`src/rtl/clock_time_counter.sv`:
```
// Time-of-day counter: divides clk to a 1 Hz tick, keeps h:m:s and supports a
// button-driven set mode that edits one field at a time.
module clock_time_counter #(
   parameter int CLK_DIV = 100_000_000
) (
   input  logic        clk,
   input  logic        rst_n,
   input  logic        mode_btn,
   input  logic        inc_btn,
   input  logic        dec_btn,
   input  logic        pause,
   output logic [16:0] seconds,
   output logic        sec_tick,
   output logic [1:0]  set_field,
   output logic        running
);

   // Encodings double as the set_field value.
   typedef enum logic [1:0] {
      RUN   = 2'd0,
      SET_H = 2'd1,
      SET_M = 2'd2,
      SET_S = 2'd3
   } state_t;

   localparam logic [31:0] DIV_MAX = 32'(CLK_DIV - 1);

   state_t      state;
   logic [4:0]  h;
   logic [5:0]  m;
   logic [5:0]  s;
   logic [31:0] div_cnt;
   logic        edit;

   function automatic logic [5:0] step_mod(input logic [5:0] v,
                                           input logic [5:0] vmax,
                                           input logic       up);
      if (up)
         return (v == vmax) ? 6'd0 : v + 6'd1;
      else
         return (v == 6'd0) ? vmax : v - 6'd1;
   endfunction

   assign seconds   = 17'(h) * 17'd3600 + 17'(m) * 17'd60 + 17'(s);
   assign set_field = state;
   assign running   = (state == RUN) && !pause;
   assign edit      = inc_btn ^ dec_btn;

   always_ff @(posedge clk or negedge rst_n) begin
      if (!rst_n) begin
         state    <= RUN;
         h        <= '0;
         m        <= '0;
         s        <= '0;
         div_cnt  <= '0;
         sec_tick <= 1'b0;
      end else begin
         sec_tick <= 1'b0;
         case (state)
            RUN: begin
               // The tick increment still applies when mode_btn leaves RUN on the same edge.
               if (!pause) begin
                  if (div_cnt == DIV_MAX) begin
                     div_cnt  <= '0;
                     sec_tick <= 1'b1;
                     if (s == 6'd59) begin
                        s <= '0;
                        if (m == 6'd59) begin
                           m <= '0;
                           h <= (h == 5'd23) ? 5'd0 : h + 5'd1;
                        end else begin
                           m <= m + 6'd1;
                        end
                     end else begin
                        s <= s + 6'd1;
                     end
                  end else begin
                     div_cnt <= div_cnt + 32'd1;
                  end
               end
               if (mode_btn)
                  state <= SET_H;
            end
            SET_H: begin
               div_cnt <= '0;
               if (mode_btn)
                  state <= SET_M;
               else if (edit)
                  h <= 5'(step_mod({1'b0, h}, 6'd23, inc_btn));
            end
            SET_M: begin
               div_cnt <= '0;
               if (mode_btn)
                  state <= SET_S;
               else if (edit)
                  m <= step_mod(m, 6'd59, inc_btn);
            end
            SET_S: begin
               div_cnt <= '0;
               if (mode_btn)
                  state <= RUN;
               else if (edit)
                  s <= step_mod(s, 6'd59, inc_btn);
            end
            default: state <= RUN;
         endcase
      end
   end

endmodule
```
`config.mk`:
```
export PLATFORM = sky130hd
export DESIGN_NAME = clock_time_counter
export DESIGN_NICKNAME = d
export VERILOG_FILES = /design/src/rtl/clock_time_counter.sv
export SDC_FILE = /design/constraint.sdc
export NUM_CORES = 1
export LEC_CHECK = 0
export CAP_MARGIN = 20
export CELL_PAD_IN_SITES_DETAIL_PLACEMENT = 0
export CELL_PAD_IN_SITES_GLOBAL_PLACEMENT = 2
export CORE_ASPECT_RATIO = 1.75
export CORE_MARGIN = 4
export CORE_UTILIZATION = 36
export CTS_BUF_LIST = sky130_fd_sc_hd__clkbuf_2
export CTS_CLUSTER_SIZE = 10
export DETAILED_ROUTE_END_ITERATION = 12
export GPL_TIMING_DRIVEN = 0
export PLACE_DENSITY_LB_ADDON = 0.1
export SYNTH_ARGS = -nofsm -noshare
export SYNTH_HDL_FRONTEND = slang
export SYNTH_SLANG_ARGS = --single-unit
```
`constraint.sdc`:
```
create_clock -name clk -period 4.8 [get_ports clk]
set_clock_uncertainty 0.1 [all_clocks]
set_input_delay 0.72 -clock clk [delete_from_list [all_inputs] [get_ports clk]]
set_output_delay 0.72 -clock clk [all_outputs]
set_load 0.1 [all_outputs]
```
Word-level counts from Yosys, hierarchy flattened --
Index checks and enable logic that the tools add are counted. Widths: inputs -> output; s select.
Word-level totals: register bits after elaboration 52, word-level logic and storage cells 93
Cells by class: $add $sub $neg 10, multipliers 2, equality and inequality tests 21, muxes and demuxes 39, bitwise gates (word level) 1, reductions and logical operators 14
Operators with widths (number):
- $mux 6 | 15
- $mux 32 | 2
- $pmux 32 s2 | 1
- $mux 5 | 10
- $add 32x1->32 const B | 1
- $eq 32x27->1 const B | 1
- $pmux 6 s2 | 2
- $ne 2x2->1 const B | 11
- $add 17x12->17 | 1
- $add 17x6->17 | 1
- $mul 5x8->13 const B | 1
- $add 6x1->6 const B | 2
- $eq 6x6->1 const B | 2
- $logic_not 6->1 | 2
- $sub 6x1->6 const B | 2
- $add 5x1->5 const B | 2
- $mul 6x4->10 const B | 1
- $pmux 5 s2 | 1
- $mux 2 | 4
- $pmux 2 s4 | 1
- $reduce_and 7->1 | 1
- $ne 2x1->1 const B | 3
- $reduce_and 6->1 | 1
- $reduce_bool 2->1 | 3
- other kinds (13) | 16

Depth between registers and ports, before layout --
word-level depth 7, gate-level depth with buffers 19, gate-level depth less buffers 19

Least setup slack after synthesis --
Ideal clock, no wire load.
path type register to output, start point register m[3], end point output port seconds[16], data arrival time 5769 ps, required time 3980 ps, slack -1789 ps, cell stages (with the launch flop) 20, cells stage by stage dfrtp_1 > inv_1 > fa_1 > fa_1 > inv_1 > ha_1 > nor2b_1 > o21ai_0 > a21boi_0 > o21a_1 > nor2_1 > xnor2_1 > ha_1 > ha_1 > nand4_1 > o21ai_0 > nor2_1 > a311oi_1 > nand4_1 > xnor2_1
On the way: word-level cells in the longest chain between the ends 3
RTL lines:
- start: declaration | RTL line 30 | logic [5:0] m;
- start signal: assignment | RTL line 72 | m <= m + 6'd1;
- start signal: assignment | RTL line 96 | m <= step_mod(m, 6'd59, inc_btn);
- $mul 6x4->10 | RTL line 44 | assign seconds = 17'(h) * 17'd3600 + 17'(m) * 17'd60 + 17'(s);
- $add 17x12->17 | RTL line 44
- $add 17x6->17 | RTL line 44
- end: declaration | RTL line 12 | output logic [16:0] seconds,
No other way between the ends.

Final worst setup path --
start point register m[2], end point output port seconds[16]
Same word-level chain as after synthesis.

==> impl_metrics.tcl <==
set metrics [dict create \
    dp.cells 782 \
    reg2reg_from "set_field[1]" \
    crit_type "flop to output pin" \
    n_fill_cell 1405 \
    mostFrequentLayoutCells "65 x ha_1, 56 x nor2_1, 47 x nand2_1, 47 x dfrtp_1, 39 x inv_1" \
    finalHoldViolCount 0 \
    hold_start "div_cnt[31]" \
    startpoint "m[2]" \
    crit_slowest_cell "fa_1" \
    timing.max_cap.violations 0 \
    routed_wl_um 13000 \
    synth-async-reset-ratio_pct 100 \
    finalWorstSetupSlack_ns -1.25 \
    hold_class "flop to flop" \
    area_delta_synth_final_pct 23.7 \
    die_area_um2 16200 \
    violations "setup timing" \
    rsz0062_at_grt "true" \
    fmaxAchievable_mhz 165 \
    die_h_um 165 \
    required_ns 3.98 \
    track_usage_pct 16.4 \
    endpoint_kind "output pin" \
    drt_iter0_markers 106 \
    syn_avg_cell_area_um2 8.79 \
    clk_pin_slew_ns 0.28 \
    finalCritPeriodShare_pct 126 \
    syn-instance-count 578 \
    routabilityCongestion 0.820 \
    synth_area_um2 5080 \
    synth_top_area_share_pct 25.6 \
    setup_viol 11 \
    cts_buffer_depth 2 \
    synth_area_leader_cell "dfrtp_1" \
    portBuffers 26 \
    vias_per_cell 5.26 \
    dieWidth_um 97.8 \
    status "complete, but fails checks" \
    globalRouteOverflowTotal 0 \
    core-area_um2 13800 \
    worst_pin_slew_ns 1.00 \
    cpPeakStageDelay_ns 0.54 \
    ant_nets 0 \
    ctsHtreeMaxLevel 2 \
    cts_tree "built" \
    relSlewSlack_pct 33.1 \
    drv_slew 0 \
    first_pass_iters 5 \
    drive_above_1_share_pct 17.7 \
    synth_warnings 0 \
    grt_pass1_vias 4405 \
    clock_latency_ns 0.48 \
    num_rows 57 \
    synth-edff-count 0 \
    layout.cells.non_filler 806 \
    cts_sinks 52 \
    mostFrequentLayoutCell "ha_1" \
    cts_root_buf "clkbuf_2" \
    start_kind "flop" \
    ys_ff_latch 52 \
    cp.arrival_ns 5.23 \
    netlist-cell-type-count 60 \
    routedWlPerCell_um 16.2 \
    grt_pass1_wl_um 21500 \
    yosysSeqAreaShare_pct 25.6 \
    path_cells "fa_1, fa_1, inv_2, fa_2, nor2b_2, o21ai_2, a21boi_2, o21a_1, nor2_1, xnor2_2, ha_4, ha_4, nand4_1, nor3_1, nor2_1, a311oi_2, nand4_1, xnor2_4, buf_12" \
    antenna_found_initial 1 \
    initial_core_util_pct 36.7 \
    grt_start_max_net_pins 37 \
    vias 4236 \
    ys_top_cells_by_area "dfrtp_1 26%, ha_1 18%, fa_1 5.9%, xnor2_1 5.5%, nor2_1 4.4%" \
    final_nets 723 \
    synth_ff_type "dfrtp_1" \
    syn_nets 674 \
    ios 27 \
    hpwlAfterDp_um 10200 \
    fin_crit_ns 6.05 \
    critPathMaxFanout 4 \
    drcViolationCount 0 \
    cts_buffers 5 \
]
-- area by class of cell --
class / instances / area, µm² / share of cell area (%)
tap: 177 / 221 / 3.52
antenna: 1 / 2.50 / 0.0398
buffer: 12 / 57.6 / 0.916
timing repair buffer: 42 / 492 / 7.82
clock buffer: 5 / 25.0 / 0.398
sequential: 52 / 1310 / 20.8
multi-input combinational: 469 / 3980 / 63.4
inverter: 45 / 179 / 2.85
clock inverter: 3 / 18.8 / 0.299
-- layer usage --
| layer | wire, µm | global-route usage, % | share of wire, % |
|---|---|---|---|
| met1 | 4990 | 16.3 | 38 |
| met2 | 7490 | 34.4 | 57 |
| met3 | 192 | 1.47 | 1.5 |
| met4 | 372 | 6.05 | 2.9 |
| met5 | 0 | 0 | 0 |
-- cells in the mapped netlist (all sizes together), types with 2 or more instances --
cell type and n:
a211oi 2, a21boi 7, a21o 7, a21oi 38, a221oi 2, a311oi 2
a31oi 3, a41oi 3, and2 6, and3 5, and4 5, buf 4
clkbuf 8, dfrtp 52, fa 15, ha 75, inv 45, mux2i 2
nand2 48, nand2b 6, nand3 19, nand4 14, nor2 59, nor2b 6
nor3 12, nor3b 2, nor4 7, nor4b 2, o211ai 2, o21a 3
o21ai 35, o21bai 2, o22a 3, o31ai 3, o41ai 2, or3 7
or4 2, xnor2 32, xor2 20
-- kinds of logic (layout without fill, tap and decap cells) --
kind of cell,Yosys count,in the layout,synth area share [%]
fa+ha+maj,90,90,24.4
xor+xnor,52,52,8.96
buf+inv,57,107,4.46
other cells,0,1,0
simple gates,202,202,20.3
flops,52,52,25.6
mux,2,2,0.394
compound gates,123,123,15.9
-- worst max-delay path: cells and delay by family, from the launching register on --
| family | cells | cell delay [ns] |
|---|---|---|
| buffers and inverters | 2 | 0.24 |
| and+or+nand+nor | 6 | 0.84 |
| DFF | 1 | 0.52 |
| AOI/OAI and AO/OA | 4 | 0.65 |
| xor gates and xnor gates | 2 | 0.54 |
| adders and majority gates | 5 | 1.97 |
-- state kept, by name, indices dropped and copies added, names as in the netlist --
signal	flops
div_cnt	32
m	6
s	6
h	5
set_field	2
sec_tick	1
-- what timing repair did --
action	4_1_cts	5_1_grt
setup endpoints to repair	13	13
gates resized for setup	122	31
pin swaps	24	6
setup buffers	10	5
hold buffers	1	0
endpoints found under the hold margin	8	0
-- final timing paths --
path,slack (ns),to,cells after the start
min,0.49,sec_tick,3
max in group asynchronous,3.47,s[5],3
max,-1.25,seconds[16],19
min in group asynchronous,0.53,div_cnt[6],2
max reg2reg,1.95,h[2],8
min reg2reg,0.49,sec_tick,3
-- per-stage QoR --
| step | util, % | setup TNS [ns] | hold WS [ns] | instance area (µm²) | worst slack (ns) |
|---|---|---|---|---|---|
| 4_1_cts | 44.3 | -7.93 | 0.490 | 6130 | -1.30 |
| 2_1_floorplan | - | -2.81 | 0.324 | 5320 | -0.716 |
| 3_5_place_dp | 42.0 | -14.29 | 0.434 | 5810 | -2.13 |
| 5_1_grt | 45.4 | -9.38 | 0.524 | 6290 | -1.48 |
| 6_report | 45.4 | -7.23 | 0.490 | 6290 | -1.25 |
| 3_3_place_gp | 41.9 | -14.00 | 0.428 | 5800 | -2.09 |
Power is not shown: default switching activity piles up to over one toggle a cycle in this logic, so the estimate is an artifact.
